**config.mk**
```make
export PLATFORM = sky130hd
export DESIGN_NAME = dpram_fifo_ctrl
export DESIGN_NICKNAME = d
export VERILOG_FILES = /design/src/rtl/dpram_fifo_ctrl.sv
export SDC_FILE = /design/constraint.sdc
export NUM_CORES = 1
export LEC_CHECK = 0
export CAP_MARGIN = 0
export CELL_PAD_IN_SITES_DETAIL_PLACEMENT = 0
export CELL_PAD_IN_SITES_GLOBAL_PLACEMENT = 1
export CORE_AREA = 2 2 100 102
export CTS_CLUSTER_DIAMETER = 200
export DETAILED_ROUTE_END_ITERATION = 6
export DIE_AREA = 0 0 102 104
export PLACE_DENSITY = 0.82
export SETUP_SLACK_MARGIN = 0.2
export SLEW_MARGIN = 0
export SYNTH_ARGS = -nofsm -noshare
export SYNTH_HDL_FRONTEND = slang
export SYNTH_SLANG_ARGS = --single-unit
export TNS_END_PERCENT = 20
```
**constraint.sdc**
```tcl
create_clock -name clk -period 3.1 [get_ports clk]
set_input_delay 0.62 -clock clk [delete_from_list [all_inputs] [get_ports clk]]
set_output_delay 0.62 -clock clk [all_outputs]
set_load 0.005 [all_outputs]
```
**src/rtl/dpram_fifo_ctrl.sv**
```systemverilog
// ---------------------------------------------------------------------------
// dpram_fifo_ctrl
//
// Show-ahead FIFO controller wrapped around an external 1024x18 dual-port RAM
// with synchronous read-through. The controller owns the write/read pointers,
// the occupancy count and the watermark flags. It produces the RAM write port
// and the RAM read address. The RAM output is passed straight through as the
// head of the FIFO.
//
// Ports:
//   clk           clock, all state updates on the rising edge
//   rst_n         asynchronous active-low reset
//   flush         synchronous clear of all FIFO contents
//   in_valid      write request from the upstream producer
//   in_ready      FIFO can accept a word (not full and not flushing)
//   in_data       write data
//   out_valid     head word is valid (FIFO not empty)
//   out_ready     downstream consumer takes the head word
//   out_data      head word, taken directly from ram_dpo
//   ram_we        RAM write enable (a push this cycle)
//   ram_a         RAM write address (write pointer)
//   ram_di        RAM write data (in_data)
//   ram_dpra      RAM read address (read pointer after this cycle's pop)
//   ram_dpo       RAM read data for the address captured at the last edge
//   level         registered occupancy, 0..DEPTH
//   almost_full   registered flag, level >= AFULL_TH
//   almost_empty  registered flag, level <= AEMPTY_TH
// ---------------------------------------------------------------------------
module dpram_fifo_ctrl #(
    parameter int DATA_W    = 18,
    parameter int ADDR_W    = 10,
    parameter int AFULL_TH  = 1008,
    parameter int AEMPTY_TH = 16
) (
    input  logic              clk,
    input  logic              rst_n,
    input  logic              flush,
    input  logic              in_valid,
    output logic              in_ready,
    input  logic [DATA_W-1:0] in_data,
    output logic              out_valid,
    input  logic              out_ready,
    output logic [DATA_W-1:0] out_data,
    output logic              ram_we,
    output logic [ADDR_W-1:0] ram_a,
    output logic [DATA_W-1:0] ram_di,
    output logic [ADDR_W-1:0] ram_dpra,
    input  logic [DATA_W-1:0] ram_dpo,
    output logic [ADDR_W:0]   level,
    output logic              almost_full,
    output logic              almost_empty
);

    localparam int            DEPTH      = 2 ** ADDR_W;
    localparam logic [ADDR_W:0] DEPTH_LVL  = (ADDR_W + 1)'(DEPTH);
    localparam logic [ADDR_W:0] AFULL_LVL  = (ADDR_W + 1)'(AFULL_TH);
    localparam logic [ADDR_W:0] AEMPTY_LVL = (ADDR_W + 1)'(AEMPTY_TH);
    localparam logic [ADDR_W:0] LVL_ONE    = (ADDR_W + 1)'(1);
    localparam logic [ADDR_W-1:0] PTR_ONE  = ADDR_W'(1);

    logic [ADDR_W-1:0] wr_ptr;
    logic [ADDR_W-1:0] rd_ptr;
    logic [ADDR_W-1:0] rd_ptr_next;
    logic [ADDR_W:0]   level_next;
    logic              push;
    logic              pop;

    // Handshakes. Readiness is blocked while flushing so a flush cycle can
    // never store a word; valid comes straight from the registered level.
    assign in_ready  = (level != DEPTH_LVL) && !flush;
    assign out_valid = (level != '0);
    assign push      = in_valid && in_ready;
    assign pop       = out_valid && out_ready;

    // The RAM captures the read address at the edge, so presenting the
    // post-pop pointer now makes ram_dpo hold the new head right after the
    // edge. Pointers wrap naturally at DEPTH because of their width.
    assign rd_ptr_next = pop ? (rd_ptr + PTR_ONE) : rd_ptr;

    assign ram_we   = push;
    assign ram_a    = wr_ptr;
    assign ram_di   = in_data;
    assign ram_dpra = rd_ptr_next;
    assign out_data = ram_dpo;

    // Next occupancy. The ready/valid gating keeps this inside 0..DEPTH, so
    // no saturation is required.
    always_comb begin
        level_next = level;
        if (flush) begin
            level_next = '0;
        end else if (push && !pop) begin
            level_next = level + LVL_ONE;
        end else if (pop && !push) begin
            level_next = level - LVL_ONE;
        end
    end

    // Pointer, level and watermark registers. Watermarks are derived from the
    // next level so they move on the same edge as the level itself.
    always_ff @(posedge clk or negedge rst_n) begin
        if (!rst_n) begin
            wr_ptr       <= '0;
            rd_ptr       <= '0;
            level        <= '0;
            almost_full  <= 1'b0;
            almost_empty <= 1'b1;
        end else begin
            if (flush) begin
                wr_ptr <= '0;
                rd_ptr <= '0;
            end else begin
                if (push) begin
                    wr_ptr <= wr_ptr + PTR_ONE;
                end
                rd_ptr <= rd_ptr_next;
            end
            level        <= level_next;
            almost_full  <= (level_next >= AFULL_LVL);
            almost_empty <= (level_next <= AEMPTY_LVL);
        end
    end

endmodule
```
# Word level (Yosys, flattened, before mapping)
# Index checks and enable logic that the tools add are counted.
# word_totals
reg_bits	33
out_inout_bits	72
elab_cells	29
# op_classes
n_addsub	4
n_lt_le_gt_ge	2
n_eq_ne	1
muxes	7
n_reduce_logical	10
# ops
cell	count
2-to-1 mux 10 bit	4
2-to-1 mux 11 bit	3
adder 10 x 1 -> 10 bit (second input constant)	2
adder 11 x 1 -> 11 bit (second input constant)	1
>= comparator 11 x 10 -> 1 bit (second input constant)	1
less-or-equal comparator 11 x 5 -> 1 bit (second input constant)	1
inequality test 11 bit (second input constant)	1
nonzero test 11 bit	1
subtractor 11 x 1 -> 11 bit (second input constant)	1
logical AND 1 bit	5
logical NOT 1 bit	3
nonzero test 2 bit	1

# Longest topological paths before layout
# depth
ltp_word	9
depth_mapped	10

# Worst setup path before layout
# No wires, ideal clock.
# synth_path
path_kind	register to output
start	reg level[0]
end	out ram_dpra[7]
t_arrival_ns	2.129
path_slack_ns	0.351
path_stages_with_launch	10
path_buffers	1
cell_sequence	dfrtp_1 > inv_1 > ha_1 > or4b_4 > o41a_1 > buf_2 > nand4_1 > nor2_1 > nand3_1 > xnor2_1
# synth_between
elab_chain_len	3
# synth_lines
item	line_no	rtl
start: declaration	49	output logic [ADDR_W:0] level,
start signal: assignment	118	level <= level_next;
nonzero test 11 bit	71	assign out_valid = (level != '0);
logical AND 1 bit	73	assign pop = out_valid && out_ready;
2-to-1 mux 10 bit	78	assign rd_ptr_next = pop ? (rd_ptr + PTR_ONE) : rd_ptr;
end: declaration	47	output logic [ADDR_W-1:0] ram_dpra,
# Every way passes these cells.

# Final worst setup path
# layout_path
start	reg level[0]
end	out ram_dpra[5]
# Same word-level chain as after synthesis.

==> results by group <==
Setup path
  – Worst setup path end: ram_dpra[5]
  – CP max-delay cell: or4b_4
  – Critical path depth: 10
  – Reg-to-reg critical path endpoint: almost_empty
  – CP Launch Point: level[0]
  – Crit path buf inv count: 4
  – CP delay by family, top: simple AND/OR/NAND/NOR gates
  – R2R depth: 11
  – Required time of the critical path: between 2 and 2.5 ns
  – Worst setup SP type: flop
  – Kind of end point of the critical path: primary output
  – Crit-path cells: inv_2 -> ha_4 -> or4b_4 -> o41a_1 -> nand4_1 -> buf_4 -> nor2_4 -> buf_6 -> xor2_2 -> buf_2
  – R2r setup slk: 0.29 ns
  – Kind of critical path: reg2out
  – Crit-path max cell delay: 0.45 ns
  – Critical path peak fanout: 2
  – Crit path DAT: 2.42 ns
  – Reg2reg start: level[0]

Cells and area
  – Area Overhead vs Synth: 26.5%
  – Layout cells sized above 1: 0.242
  – Most frequent cells in the layout: 36 x buf_4, 32 x dfrtp_1, 30 x clkdlybuf4s50_1, 21 x nand2_1, 20 x nor2_1
  – Non-Filler Instances: about 440
  – N_diodes: 0
  – Final Util: 0.309
  – Most common cell after layout, fill and taps aside: buf_4
  – Final nets: 347

Synthesis
  – Post-synth cell types: 48
  – YS warnings: 0
  – Register area share after synthesis: 0.354
  – #FFs+latches synth: 33
  – Synth Cell Area: 2340 sq um
  – Syn nets: around 310
  – Cell taking the most area after synthesis: dfrtp_1
  – Top cell type's share of synthesized area: 0.343
  – Cells taking the most area after synthesis: dfrtp_1 34%, buf_4 12%, xnor2_1 4.9%, xor2_1 4.5%, nand2_1 3.4%
  – Synth Instances: 263
  – Syn avg cell area: 8.88 sq um

Detailed routing
  – Via/cell ratio: 4.50
  – # DRC: 0
  – Mean routed wirelength per cell: 14.5 microns
  – Antenna Nets Post-Route: 0
  – Initial DRT Pass Iterations: 4
  – Final WL: 6.29 mm
  – Initial drt markers: 78
  – Vias: 1959

Placement
  – Detailed placement HPWL: 4.72 mm
  – Placed insts: around 420
  – Gpl congestion: 0.881
  – PortBufs: 40

Pwr
  – Peak VDD IR: 0.000242 V
  – P per Cell Area: 871 nW/um^2
  – Leakage power: 1.33 nW

Floorplan
  – CORE AREA: 9550 sq um
  – Ports: 113
  – Chip Height: between 100 and 150 microns
  – Initial Utilization: 0.245
  – Die ar.: 10600 sq um
  – Std cell rows: 36
  – Chip Width: just over 100 microns

GRT
  – First-pass GRT wire length: 10.5 mm
  – Vias in the first global route: 2081
  – Largest net degree at the start of global routing: 34
  – Grt ovf: 0
  – Overall Global Routing Usage: 0.124
  – Initial antenna violation count: 0

Clock network
  – CTS tree: done
  – Clock transition at path regs: 0.07 ns
  – CTS H-tree depth: 2
  – Clock sink count: 33
  – Clk Latency, worst-skew pair: 0.28 ns
  – Clock root cell: clkbuf_8
  – Num CTS Buffers: 5
  – CTS max path bufs: 2

Timing
  – Min Tclk post-route: 3.04 ns
  – Worst rel slew slack: 0.673
  – Worst-Margin Slew: 0.486 ns
  – Clk_skew: ~0.01 ns
  – Max Slew Vio Count: 0
  – Final Hold Vio Count: 0
  – Final setup viols: 0
  – Unrepaired setup endpoints after global routing: yes
  – Fin crit share: 0.979
  – Max frequency: 329 MHz

Outcome
  – Status: complete, no violations

Worst hold path
  – HP Class: reg2reg

Run
  – # Max-Cap Violations: 0
-- cell type report --
class,instances,area [sq um]
sequential,33,827
tap,133,166
multi-input combinational,170,1180
timing repair buffer,78,654
clock buffer,7,76.3
fill,1028,6590
clock inverter,1,5.00
inverter,13,48.8
-- tightest hold or removal path, cell delays in order, from the launching register on --
cell and delay (ns):
dfrtp_1 0.39, o21ai_0 0.08, a21oi_1 0.06
-- kinds of logic after synthesis --
| logic type | share of synthesized area |
|---|---|
| DFF | 0.354 |
| buffers and inverters | 0.168 |
| AOI/OAI and AO/OA | 0.0895 |
| adders and majority gates | 0.0268 |
| and+or+nand+nor | 0.252 |
| muxes | 0.0155 |
| xor gates and xnor gates | 0.0937 |
-- per-layer routing --
layer  part of all wire  GRT usage  vias up  wire [microns]
met3              0.072     0.0356        8             455
li1                   -          -      941               -
met1               0.45      0.160      945            2810
met4             0.0057     0.0314        0              36
met5                  0          0        -               0
met2               0.47      0.201       65            2990
-- what timing repair did --
| item | 4_1_cts | 5_1_grt |
|---|---|---|
| hold buffers | 0 | 0 |
| hold endpoints to repair | 0 | 0 |
| setup buffers | 9 | 3 |
| pin swaps | 8 | 5 |
| gates resized for setup | 42 | 3 |
| setup endpoints to repair | 12 | 14 |
-- how the worst min path moves through the flow --
stage	startpoint	to	slack [ns]	depth (start not counted)
floorplan	rst_n	almost_full	0.32	0
global placement	ram_a[9]	ram_a[9]	0.54	2
detailed placement	ram_a[4]	ram_a[4]	0.56	2
CTS	ram_a[9]	ram_a[9]	0.58	2
global route	ram_a[9]	ram_a[9]	0.60	2
finish	ram_a[9]	ram_a[9]	0.57	2
-- registers in the layout, indices dropped and copies added, names as in the netlist --
register,flops
almost_empty,1
almost_full,1
level,11
ram_a,10
rd_ptr,10
-- stage by stage --
stage	power (mW)	cell area, sq um	TNS [ns]	hold WS [ns]	worst slack, ns
final	2.57	2960	0	0.571	0.0637
after global routing	2.79	2960	-0.286	0.601	-0.0614
after CTS	2.55	2910	0	0.576	0.0140
after detailed placement	2.14	2750	-0.845	0.563	-0.192
after global placement	2.12	2750	-0.671	0.544	-0.161
after floorplan	1.55	2340	0	0.324	0.351
-- Yosys cell counts, drive strengths merged --
library cell and n:
a21boi 1, a21oi 4, a22o 1, a2bb2oi 1
a311oi 1, a31o 1, a31oi 6, a32oi 1
and2 10, and3 6, and4bb 1, buf 43
clkbuf 4, dfrtp 32, dfstp 1, ha 5
inv 13, mux2 2, mux2i 1, nand2 21
nand2b 1, nand3 9, nand4 11, nand4b 1
nor2 22, nor2b 2, nor3 7, nor3b 1
nor4 8, nor4b 1, o211ai 2, o21ai 6
o22a 1, o22ai 1, o31ai 2, o41a 1
or2 2, or3 3, or3b 1, or4b 1
xnor2 13, xor2 12
-- where the power goes --
part	leakage, nW	switching [mW]	internal [mW]
sequential	0.449	0.0607	0.529
clock	0.0422	0.154	0.157
combinational	0.836	0.840	0.833
total	1.33	1.05	1.52
No activity file was read; power rests on OpenSTA's default activity.
